### src/rtl/text_overlay_pkg.sv
// Shared types and constants for the HUD text overlay and its BCD converter.
package text_overlay_pkg;

    localparam int CHAR_W = 8;
    localparam int CHAR_H = 16;

    localparam logic [7:0] ASCII_ZERO  = 8'h30;
    localparam logic [7:0] ASCII_SPACE = 8'h20;

    typedef enum logic [2:0] {IDLE, LOAD, SHIFT, STORE, COMMIT} conv_state_t;

    typedef logic [3:0] bcd_digit_t;

    // Double-dabble correction applied to each digit before every shift.
    function automatic bcd_digit_t bcd_adjust(input bcd_digit_t d);
        return (d >= 4'd5) ? bcd_digit_t'(d + 4'd3) : d;
    endfunction

endpackage

### src/rtl/font_rom.sv
// Synchronous 8x16 glyph ROM: addr = {code[6:0], row}, data registered, MSB is the leftmost pixel.
module font_rom (
    input  logic        Clk,
    input  logic [10:0] addr,
    output logic [7:0]  data
);

    logic [127:0] w_glyph;

    // Only the glyphs the HUD can show are populated; space and all other codes are blank.
    always_comb begin
        w_glyph = '0;
        case (addr[10:4])
            7'h30: w_glyph = 128'h00007CC6C6CEDEF6E6C6C67C00000000;
            7'h31: w_glyph = 128'h00001838781818181818187E00000000;
            7'h32: w_glyph = 128'h00007CC6060C183060C0C6FE00000000;
            7'h33: w_glyph = 128'h00007CC606063C060606C67C00000000;
            7'h34: w_glyph = 128'h00000C1C3C6CCCFE0C0C0C1E00000000;
            7'h35: w_glyph = 128'h0000FEC0C0C0FC060606C67C00000000;
            7'h36: w_glyph = 128'h00003860C0C0FCC6C6C6C67C00000000;
            7'h37: w_glyph = 128'h0000FEC606060C183030303000000000;
            7'h38: w_glyph = 128'h00007CC6C6C67CC6C6C6C67C00000000;
            7'h39: w_glyph = 128'h00007CC6C6C67E0606060C7800000000;
            default: w_glyph = '0;
        endcase
    end

    always_ff @(posedge Clk) begin
        data <= w_glyph[{~addr[3:0], 3'b111} -: 8];
    end

endmodule

### src/rtl/text_overlay_bin2bcd.sv
// Sequential double-dabble converter: one bit per cycle, sticky overflow when a
// carry leaves the top digit (value does not fit in DIGITS decimal digits).
module bin2bcd_seq
    import text_overlay_pkg::*;
#(
    parameter int VAL_W  = 20,
    parameter int DIGITS = 6
) (
    input  logic                  Clk,
    input  logic                  Reset,
    input  logic                  start,
    input  logic [VAL_W-1:0]      bin,
    output logic                  done,
    output logic [DIGITS*4-1:0]   bcd,
    output logic                  overflow
);

    localparam int CNT_W = $clog2(VAL_W + 1);

    logic [VAL_W-1:0]    r_bin;
    logic [DIGITS*4-1:0] r_bcd;
    logic [DIGITS*4-1:0] w_adj;
    logic [CNT_W-1:0]    r_cnt;
    logic                r_ovf;
    logic                r_active;
    logic                r_done;

    always_comb begin
        w_adj = '0;
        for (int k = 0; k < DIGITS; k++) begin
            w_adj[k*4 +: 4] = bcd_adjust(r_bcd[k*4 +: 4]);
        end
    end

    // done stays high until the next start so the caller can sample it at leisure.
    always_ff @(posedge Clk) begin
        if (Reset) begin
            r_bin    <= '0;
            r_bcd    <= '0;
            r_cnt    <= '0;
            r_ovf    <= 1'b0;
            r_active <= 1'b0;
            r_done   <= 1'b0;
        end else if (start) begin
            r_bin    <= bin;
            r_bcd    <= '0;
            r_cnt    <= CNT_W'(VAL_W);
            r_ovf    <= 1'b0;
            r_active <= 1'b1;
            r_done   <= 1'b0;
        end else if (r_active) begin
            r_bcd <= {w_adj[DIGITS*4-2:0], r_bin[VAL_W-1]};
            r_ovf <= r_ovf | w_adj[DIGITS*4-1];
            r_bin <= r_bin << 1;
            r_cnt <= r_cnt - 1'b1;
            if (r_cnt == CNT_W'(1)) begin
                r_active <= 1'b0;
                r_done   <= 1'b1;
            end
        end
    end

    assign done     = r_done;
    assign bcd      = r_bcd;
    assign overflow = r_ovf;

endmodule

### src/rtl/text_overlay.sv
// HUD text renderer: per-frame double-buffered BCD conversion of the counters and a
// fixed 2-cycle pixel pipeline into the font ROM.
module text_overlay
    import text_overlay_pkg::*;
#(
    parameter int NUM_FIELDS = 3,
    parameter int DIGITS     = 6,
    parameter int VAL_W      = 20,
    parameter int SCALE_LOG2 = 0,
    parameter int ORIGIN_X   = 480,
    parameter int ORIGIN_Y   = 64,
    parameter int LINE_PITCH = 24,
    parameter int BLANK_LZ   = 1,
    localparam int FID_W     = (NUM_FIELDS > 1) ? $clog2(NUM_FIELDS) : 1
) (
    input  logic                        Clk,
    input  logic                        Reset,
    input  logic                        frame_start,
    input  logic [9:0]                  DrawX,
    input  logic [9:0]                  DrawY,
    input  logic [NUM_FIELDS*VAL_W-1:0] values,
    output logic                        is_letter,
    output logic [FID_W-1:0]            field_id,
    output logic                        busy
);

    localparam int BCD_W  = DIGITS * 4;
    localparam int CELL_W = CHAR_W << SCALE_LOG2;
    localparam int CELL_H = CHAR_H << SCALE_LOG2;
    localparam int PITCH  = LINE_PITCH << SCALE_LOG2;
    localparam logic [FID_W-1:0] LAST_F = FID_W'(NUM_FIELDS - 1);

    conv_state_t                  r_state;
    logic [FID_W-1:0]             r_fidx;
    logic [NUM_FIELDS*VAL_W-1:0]  r_shadow;
    logic                         r_start;
    logic                         r_busy;
    logic                         r_front;
    logic [BCD_W-1:0]             r_buf [2][NUM_FIELDS];

    logic [VAL_W-1:0]             w_conv_bin;
    logic                         w_conv_done;
    logic [BCD_W-1:0]             w_conv_bcd;
    logic                         w_conv_ovf;

    always_comb begin
        w_conv_bin = '0;
        for (int f = 0; f < NUM_FIELDS; f++) begin
            if (r_fidx == FID_W'(f)) w_conv_bin = r_shadow[f*VAL_W +: VAL_W];
        end
    end

    bin2bcd_seq #(.VAL_W(VAL_W), .DIGITS(DIGITS)) u_bin2bcd (
        .Clk      (Clk),
        .Reset    (Reset),
        .start    (r_start),
        .bin      (w_conv_bin),
        .done     (w_conv_done),
        .bcd      (w_conv_bcd),
        .overflow (w_conv_ovf)
    );

    // busy is held through the cycle after the swap so a new frame never races the commit.
    always_ff @(posedge Clk) begin
        if (Reset) begin
            r_state  <= IDLE;
            r_fidx   <= '0;
            r_shadow <= '0;
            r_start  <= 1'b0;
            r_busy   <= 1'b0;
            r_front  <= 1'b0;
            for (int b = 0; b < 2; b++) begin
                for (int f = 0; f < NUM_FIELDS; f++) r_buf[b][f] <= '0;
            end
        end else begin
            r_start <= 1'b0;
            case (r_state)
                IDLE: begin
                    if (r_busy) begin
                        r_busy <= 1'b0;
                    end else if (frame_start) begin
                        r_shadow <= values;
                        r_fidx   <= '0;
                        r_start  <= 1'b1;
                        r_busy   <= 1'b1;
                        r_state  <= LOAD;
                    end
                end
                LOAD:  r_state <= SHIFT;
                SHIFT: if (w_conv_done) r_state <= STORE;
                STORE: begin
                    r_buf[~r_front][r_fidx] <= w_conv_ovf ? {DIGITS{4'h9}} : w_conv_bcd;
                    if (r_fidx == LAST_F) begin
                        r_state <= COMMIT;
                    end else begin
                        r_fidx  <= r_fidx + 1'b1;
                        r_start <= 1'b1;
                        r_state <= LOAD;
                    end
                end
                COMMIT: begin
                    r_front <= ~r_front;
                    r_state <= IDLE;
                end
                default: r_state <= IDLE;
            endcase
        end
    end

    int               w_px, w_py, w_dx, w_dy, w_col;
    logic             w_xok, w_yok, w_hit, w_nz, w_blank;
    logic [FID_W-1:0] w_fsel;
    logic [BCD_W-1:0] w_word;
    bcd_digit_t       w_digit;
    logic [6:0]       w_code;
    logic [3:0]       w_row;
    logic [2:0]       w_bit;

    // Stage 1 decode: locate the cell, pick the digit from the front buffer, form the ROM address.
    always_comb begin
        w_px   = 32'(DrawX);
        w_py   = 32'(DrawY);
        w_dx   = w_px - ORIGIN_X;
        w_xok  = (w_dx >= 0) && (w_dx < DIGITS * CELL_W);
        w_yok  = 1'b0;
        w_fsel = '0;
        w_dy   = 0;
        for (int f = 0; f < NUM_FIELDS; f++) begin
            if (w_py >= ORIGIN_Y + f*PITCH && w_py < ORIGIN_Y + f*PITCH + CELL_H) begin
                w_yok  = 1'b1;
                w_fsel = FID_W'(f);
                w_dy   = w_py - (ORIGIN_Y + f*PITCH);
            end
        end
        w_hit = w_xok && w_yok;
        w_col = w_dx >>> ($clog2(CHAR_W) + SCALE_LOG2);

        w_word = '0;
        for (int f = 0; f < NUM_FIELDS; f++) begin
            if (w_fsel == FID_W'(f)) w_word = r_buf[r_front][f];
        end

        w_digit = '0;
        w_nz    = 1'b0;
        for (int k = 0; k < DIGITS; k++) begin
            if (k == DIGITS - 1 - w_col) w_digit = w_word[k*4 +: 4];
            if (k >= DIGITS - 1 - w_col && w_word[k*4 +: 4] != 4'd0) w_nz = 1'b1;
        end
        w_blank = (BLANK_LZ != 0) && (w_col != DIGITS - 1) && !w_nz;

        w_code = (!w_hit || w_blank) ? ASCII_SPACE[6:0] : 7'(ASCII_ZERO[6:0] + {3'd0, w_digit});
        w_row  = 4'(w_dy >>> SCALE_LOG2);
        w_bit  = 3'(w_dx >>> SCALE_LOG2);
    end

    logic [10:0]      r_addr1;
    logic             r_hit1, r_hit2;
    logic [2:0]       r_bit1, r_bit2;
    logic [FID_W-1:0] r_fid1, r_fid2;
    logic [7:0]       w_rom;

    always_ff @(posedge Clk) begin
        if (Reset) begin
            r_addr1 <= '0;
            r_hit1  <= 1'b0;
            r_bit1  <= '0;
            r_fid1  <= '0;
            r_hit2  <= 1'b0;
            r_bit2  <= '0;
            r_fid2  <= '0;
        end else begin
            r_addr1 <= {w_code, w_row};
            r_hit1  <= w_hit;
            r_bit1  <= w_bit;
            r_fid1  <= w_hit ? w_fsel : '0;
            r_hit2  <= r_hit1;
            r_bit2  <= r_bit1;
            r_fid2  <= r_fid1;
        end
    end

    font_rom u_font (
        .Clk  (Clk),
        .addr (r_addr1),
        .data (w_rom)
    );

    assign is_letter = r_hit2 & w_rom[3'd7 - r_bit2];
    assign field_id  = r_fid2;
    assign busy      = r_busy;

endmodule

### config.mk
export PLATFORM = sky130hd
export DESIGN_NAME = text_overlay
export DESIGN_NICKNAME = d
export VERILOG_FILES = /design/src/rtl/text_overlay_pkg.sv /design/src/rtl/font_rom.sv /design/src/rtl/text_overlay_bin2bcd.sv /design/src/rtl/text_overlay.sv
export SDC_FILE = /design/constraint.sdc
export NUM_CORES = 1
export LEC_CHECK = 0
export ABC_AREA = 1
export CORE_MARGIN = 3
export CORE_UTILIZATION = 45
export DETAILED_ROUTE_END_ITERATION = 8
export GPL_ROUTABILITY_DRIVEN = 0
export PLACE_DENSITY_LB_ADDON = 0.25
export RECOVER_POWER = 25
export SYNTH_ARGS = -nofsm -noshare
export SYNTH_HDL_FRONTEND = slang
export SYNTH_SLANG_ARGS = --single-unit
### constraint.sdc
create_clock -name Clk -period 3.7 [get_ports Clk]
set_input_delay 0.74 -clock Clk [delete_from_list [all_inputs] [get_ports Clk]]
set_output_delay 0.74 -clock Clk [all_outputs]
set_load 0.005 [all_outputs]
==> impl_metrics.env <==
export IMPL_status="finished with violations"
export IMPL_finalMaxSlewViolations=62
export IMPL_endpoint_kind="flip-flop"
export IMPL_grtUsageTotal=0.215
export IMPL_chipWidth_um=185
export IMPL_cts_resized=0
export IMPL_fin_skew_ns=0.0140
export IMPL_p_sw_frac=0.290
export IMPL_grt_max_degree=77
export IMPL_synth_cell_types=47
export IMPL_startpoint_type="primary input"
export IMPL_grt_overflow=0
export IMPL_cts_tree="done"
export IMPL_ctsHoldBuffers=0
export IMPL_rsz0062_at_grt="false"
export IMPL_timing_final_crit_share=0.848
export IMPL_vias_per_cell=5.32
export IMPL_antenna_found_initial=0
export IMPL_clock_latency_ns=0.56
export IMPL_switching_power_w=0.00260
export IMPL_syn_area_per_cell_um2=7.89
export IMPL_fin_crit_ns=3.14
export IMPL_ant_nets=0
export IMPL_die_h_um=185
export IMPL_met1_usage=0.268
export IMPL_fin_setup_tns_ns=0
export IMPL_layout_drive_gt1_share=0.0660
export IMPL_grt_first_pass_wirelength_um=59100
export IMPL_use_met2=0.381
export IMPL_cts_buffers=31
export IMPL_intPower_w=0.00634
export IMPL_wl_um=37300
export IMPL_routed_wire_length_per_instance_um=16.2
export IMPL_reg2reg_slack_ns=0.75
export IMPL_finalHoldViolations=0
export IMPL_firstDrtPassIters=6
export IMPL_ys_seq_elements=294
export IMPL_fillCellCount=2842
export IMPL_area_delta_synth_final_pct=16.1
export IMPL_crit_required_ns=4.15
export IMPL_finalSetupViolCount=0
export IMPL_violations="capacitance limit, slew limit"
export IMPL_clockBufferDepth=3
export IMPL_hpwl_um=24900
export IMPL_clk_pin_slew_ns=0.06
export IMPL_grt_pass1_vias=11800
export IMPL_std_cell_rows=64
export IMPL_r2r_start="r_state[0]"
export IMPL_vias=12300
export IMPL_power_frac_comb=0.187
export IMPL_cts_htree_levels=1
export IMPL_tightest_slew_ns=2.12
export IMPL_worstHoldEndpoint="r_bit2[2]"
export IMPL_min_path_cells=2
export IMPL_final_util=0.537
export IMPL_antennaDiodeCount=0
export IMPL_reg2reg_to="r_shadow[42]"
export IMPL_slew_limit_headroom=-0.416
export IMPL_maxCapViolCount=1
export IMPL_fin_nets=1994
export IMPL_dieArea_um2=34000
export IMPL_io_pins=87
export IMPL_busiest_layer="met2"
export IMPL_hold_class="reg -> reg"
export IMPL_worstSetupPathType="in -> reg"
export IMPL_ys_seq_area_frac=0.511
export IMPL_sequentialPowerShare=0.458
export IMPL_clkPwrFrac=0.354
export IMPL_syn_area_um2=14300
export IMPL_post_cts_buffers=0
export IMPL_arrival_ns=3.59
export IMPL_ys_warnings_count=0
export IMPL_start_util=0.463
export IMPL_portBuffers=86
export IMPL_max_vdd_ir_drop_mv=0.398
export IMPL_grtUsageMet3=0.0345
export IMPL_drc=0
export IMPL_ys_async_sr_fraction=0
export IMPL_cts_root_buf="clkbuf_16"
export IMPL_power_per_cell_area_nw_per_um2=537
export IMPL_crit_fanout=16
export IMPL_synth_ff_type="dfxtp_1"
export IMPL_drt_iter0_markers=875
export IMPL_hold_path_startpoint="r_bit1[2]"
export IMPL_synth_nets=1926
export IMPL_netlist_instances=1817
export IMPL_leakage_nw=6.72
export IMPL_core_area_um2=31000
export IMPL_clock_sinks=294
export IMPL_r2r_cells=7
export IMPL_synth_edff_count=144
export IMPL_max_freq_mhz=319
==> cell type report <==
cell class | instances | area (µm²) | share of cell area
Inverter | 172 | 646 | 0.0388
Tap cell | 396 | 495 | 0.0298
Clock buffer | 47 | 917 | 0.0551
Multi-Input combinational cell | 1266 | 6000 | 0.361
Sequential cell | 294 | 7330 | 0.440
Timing Repair Buffer | 120 | 1120 | 0.0674
Clock inverter | 10 | 134 | 0.00804
==> cell usage after synthesis (2+ instances only) <==
| library cell | instances | share of area |
|---|---|---|
| inv_2 | 12 | 0.0031 |
| nor3_1 | 39 | 0.014 |
| o21a_1 | 2 | 0.0010 |
| a211oi_1 | 21 | 0.011 |
| or2_2 | 2 | 0.00087 |
| nor2_1 | 335 | 0.088 |
| a31oi_1 | 5 | 0.0022 |
| o211ai_1 | 31 | 0.016 |
| nand3b_1 | 2 | 0.0010 |
| o21ai_1 | 5 | 0.0017 |
| nand2_4 | 5 | 0.0039 |
| inv_1 | 155 | 0.041 |
| o311ai_0 | 2 | 0.0012 |
| ha_1 | 26 | 0.023 |
| nor2_4 | 4 | 0.0031 |
| o21ai_0 | 141 | 0.049 |
| buf_2 | 9 | 0.0031 |
| nand3_1 | 65 | 0.023 |
| nand3_2 | 5 | 0.0035 |
| edfxtp_1 | 144 | 0.30 |
| buf_6 | 2 | 0.0016 |
| o31ai_1 | 4 | 0.0021 |
| a21boi_0 | 3 | 0.0016 |
| o22ai_1 | 4 | 0.0017 |
| xor2_1 | 9 | 0.0055 |
| clkbuf_1 | 69 | 0.018 |
| a21oi_1 | 101 | 0.035 |
| clkinv_1 | 5 | 0.0013 |
| nand2_2 | 8 | 0.0035 |
| dfxtp_1 | 150 | 0.21 |
| buf_1 | 2 | 0.00052 |
| nor4_1 | 5 | 0.0022 |
| nor2_2 | 6 | 0.0026 |
| nand4_1 | 16 | 0.0070 |
| nand2_1 | 409 | 0.11 |
| buf_4 | 3 | 0.0016 |
==> metal layers <==
layer	wire length [µm]	part of all wire
met1	15800	0.42
met4	1100	0.030
met5	0	0
met2	18200	0.49
met3	2240	0.060
==> cells by family (layout without fill, tap and decap cells) <==
kind of cell    after synthesis  count (layout)  synth area share
fa+ha+maj                    26              26            0.0227
buf+inv                     257             349            0.0699
simple gates                904             904             0.262
mux                           1               1          0.000698
xor+xnor                     10              10           0.00611
flops                       294             294             0.511
compound gates              325             325             0.127
==> cell usage in the layout (no fill, tap or decap), types with 31 or more instances in the layout <==
cell type        synthesis  routed
nand2_1                409     409
nor2_1                 335     336
inv_1                  155     155
dfxtp_1                150     149
edfxtp_1               144     144
o21ai_0                141     141
a21oi_1                101     101
clkdlybuf4s50_1          0      82
nand3_1                 65      65
nor3_1                  39      39
o211ai_1                31      31
clkbuf_16                0      31
==> state kept, by name (all words and copies together), names as in the netlist, 5 cells and up, named ones only <==
register         count
u_bin2bcd.bcd       24
r_shadow            60
u_font.data          7
u_bin2bcd.r_cnt      5
r_buf              144
r_addr1             10
u_bin2bcd.r_bin     20
==> worst max-delay path by stage <==
stage,start,to,slack [ns]
final,DrawY[6],r_addr1[4],0.56
after global routing,DrawY[6],r_addr1[8],0.32
after CTS,DrawX[6],r_addr1[5],0.75
after detailed placement,DrawX[6],r_addr1[5],0.17
after global placement,DrawX[6],r_addr1[6],0.22
after floorplan,DrawX[5],r_addr1[5],0.99
==> metrics by stage <==
| step | setup WS (ns) | cells | total power (W) | hold slack [ns] | area, µm² |
|---|---|---|---|---|---|
| 2_1_floorplan | 0.986 | 1817 | 0.00528 | 0.388 | 14300 |
| 3_3_place_gp | 0.224 | 2248 | 0.00580 | 0.392 | 15600 |
| 3_5_place_dp | 0.174 | 2248 | 0.00585 | 0.398 | 15600 |
| 4_1_cts | 0.746 | 2305 | 0.00902 | 0.407 | 16700 |
| 5_1_grt | 0.318 | 2305 | 0.00942 | 0.421 | 16600 |
| 6_report | 0.564 | 2305 | 0.00894 | 0.403 | 16600 |
==> critical path: stages <==
cell	delay, ns
clkdlybuf4s50_1	0.46
inv_1	0.04
nor2_1	0.07
nand2_1	0.13
nor2_1	0.61
inv_2	0.34
nand2_1	0.13
nand2_1	0.05
nor2_1	0.23
nand2_1	0.08
nor2_1	0.09
a21oi_1	0.05
nor2_1	0.11
nand3_1	0.08
nor2_1	0.15
nand2_2	0.08
nand2_4	0.10
nor2_2	0.04
==> power by group through the flow <==
stage | clock, W | combinational (W) | sequential [W]
after floorplan | 0 | 0.00119 | 0.00408
after global placement | 0 | 0.00165 | 0.00414
after detailed placement | 0 | 0.00169 | 0.00416
after CTS | 0.00323 | 0.00170 | 0.00410
after global routing | 0.00336 | 0.00191 | 0.00414
final | 0.00317 | 0.00167 | 0.00410
(Power assumes the default switching activity.)
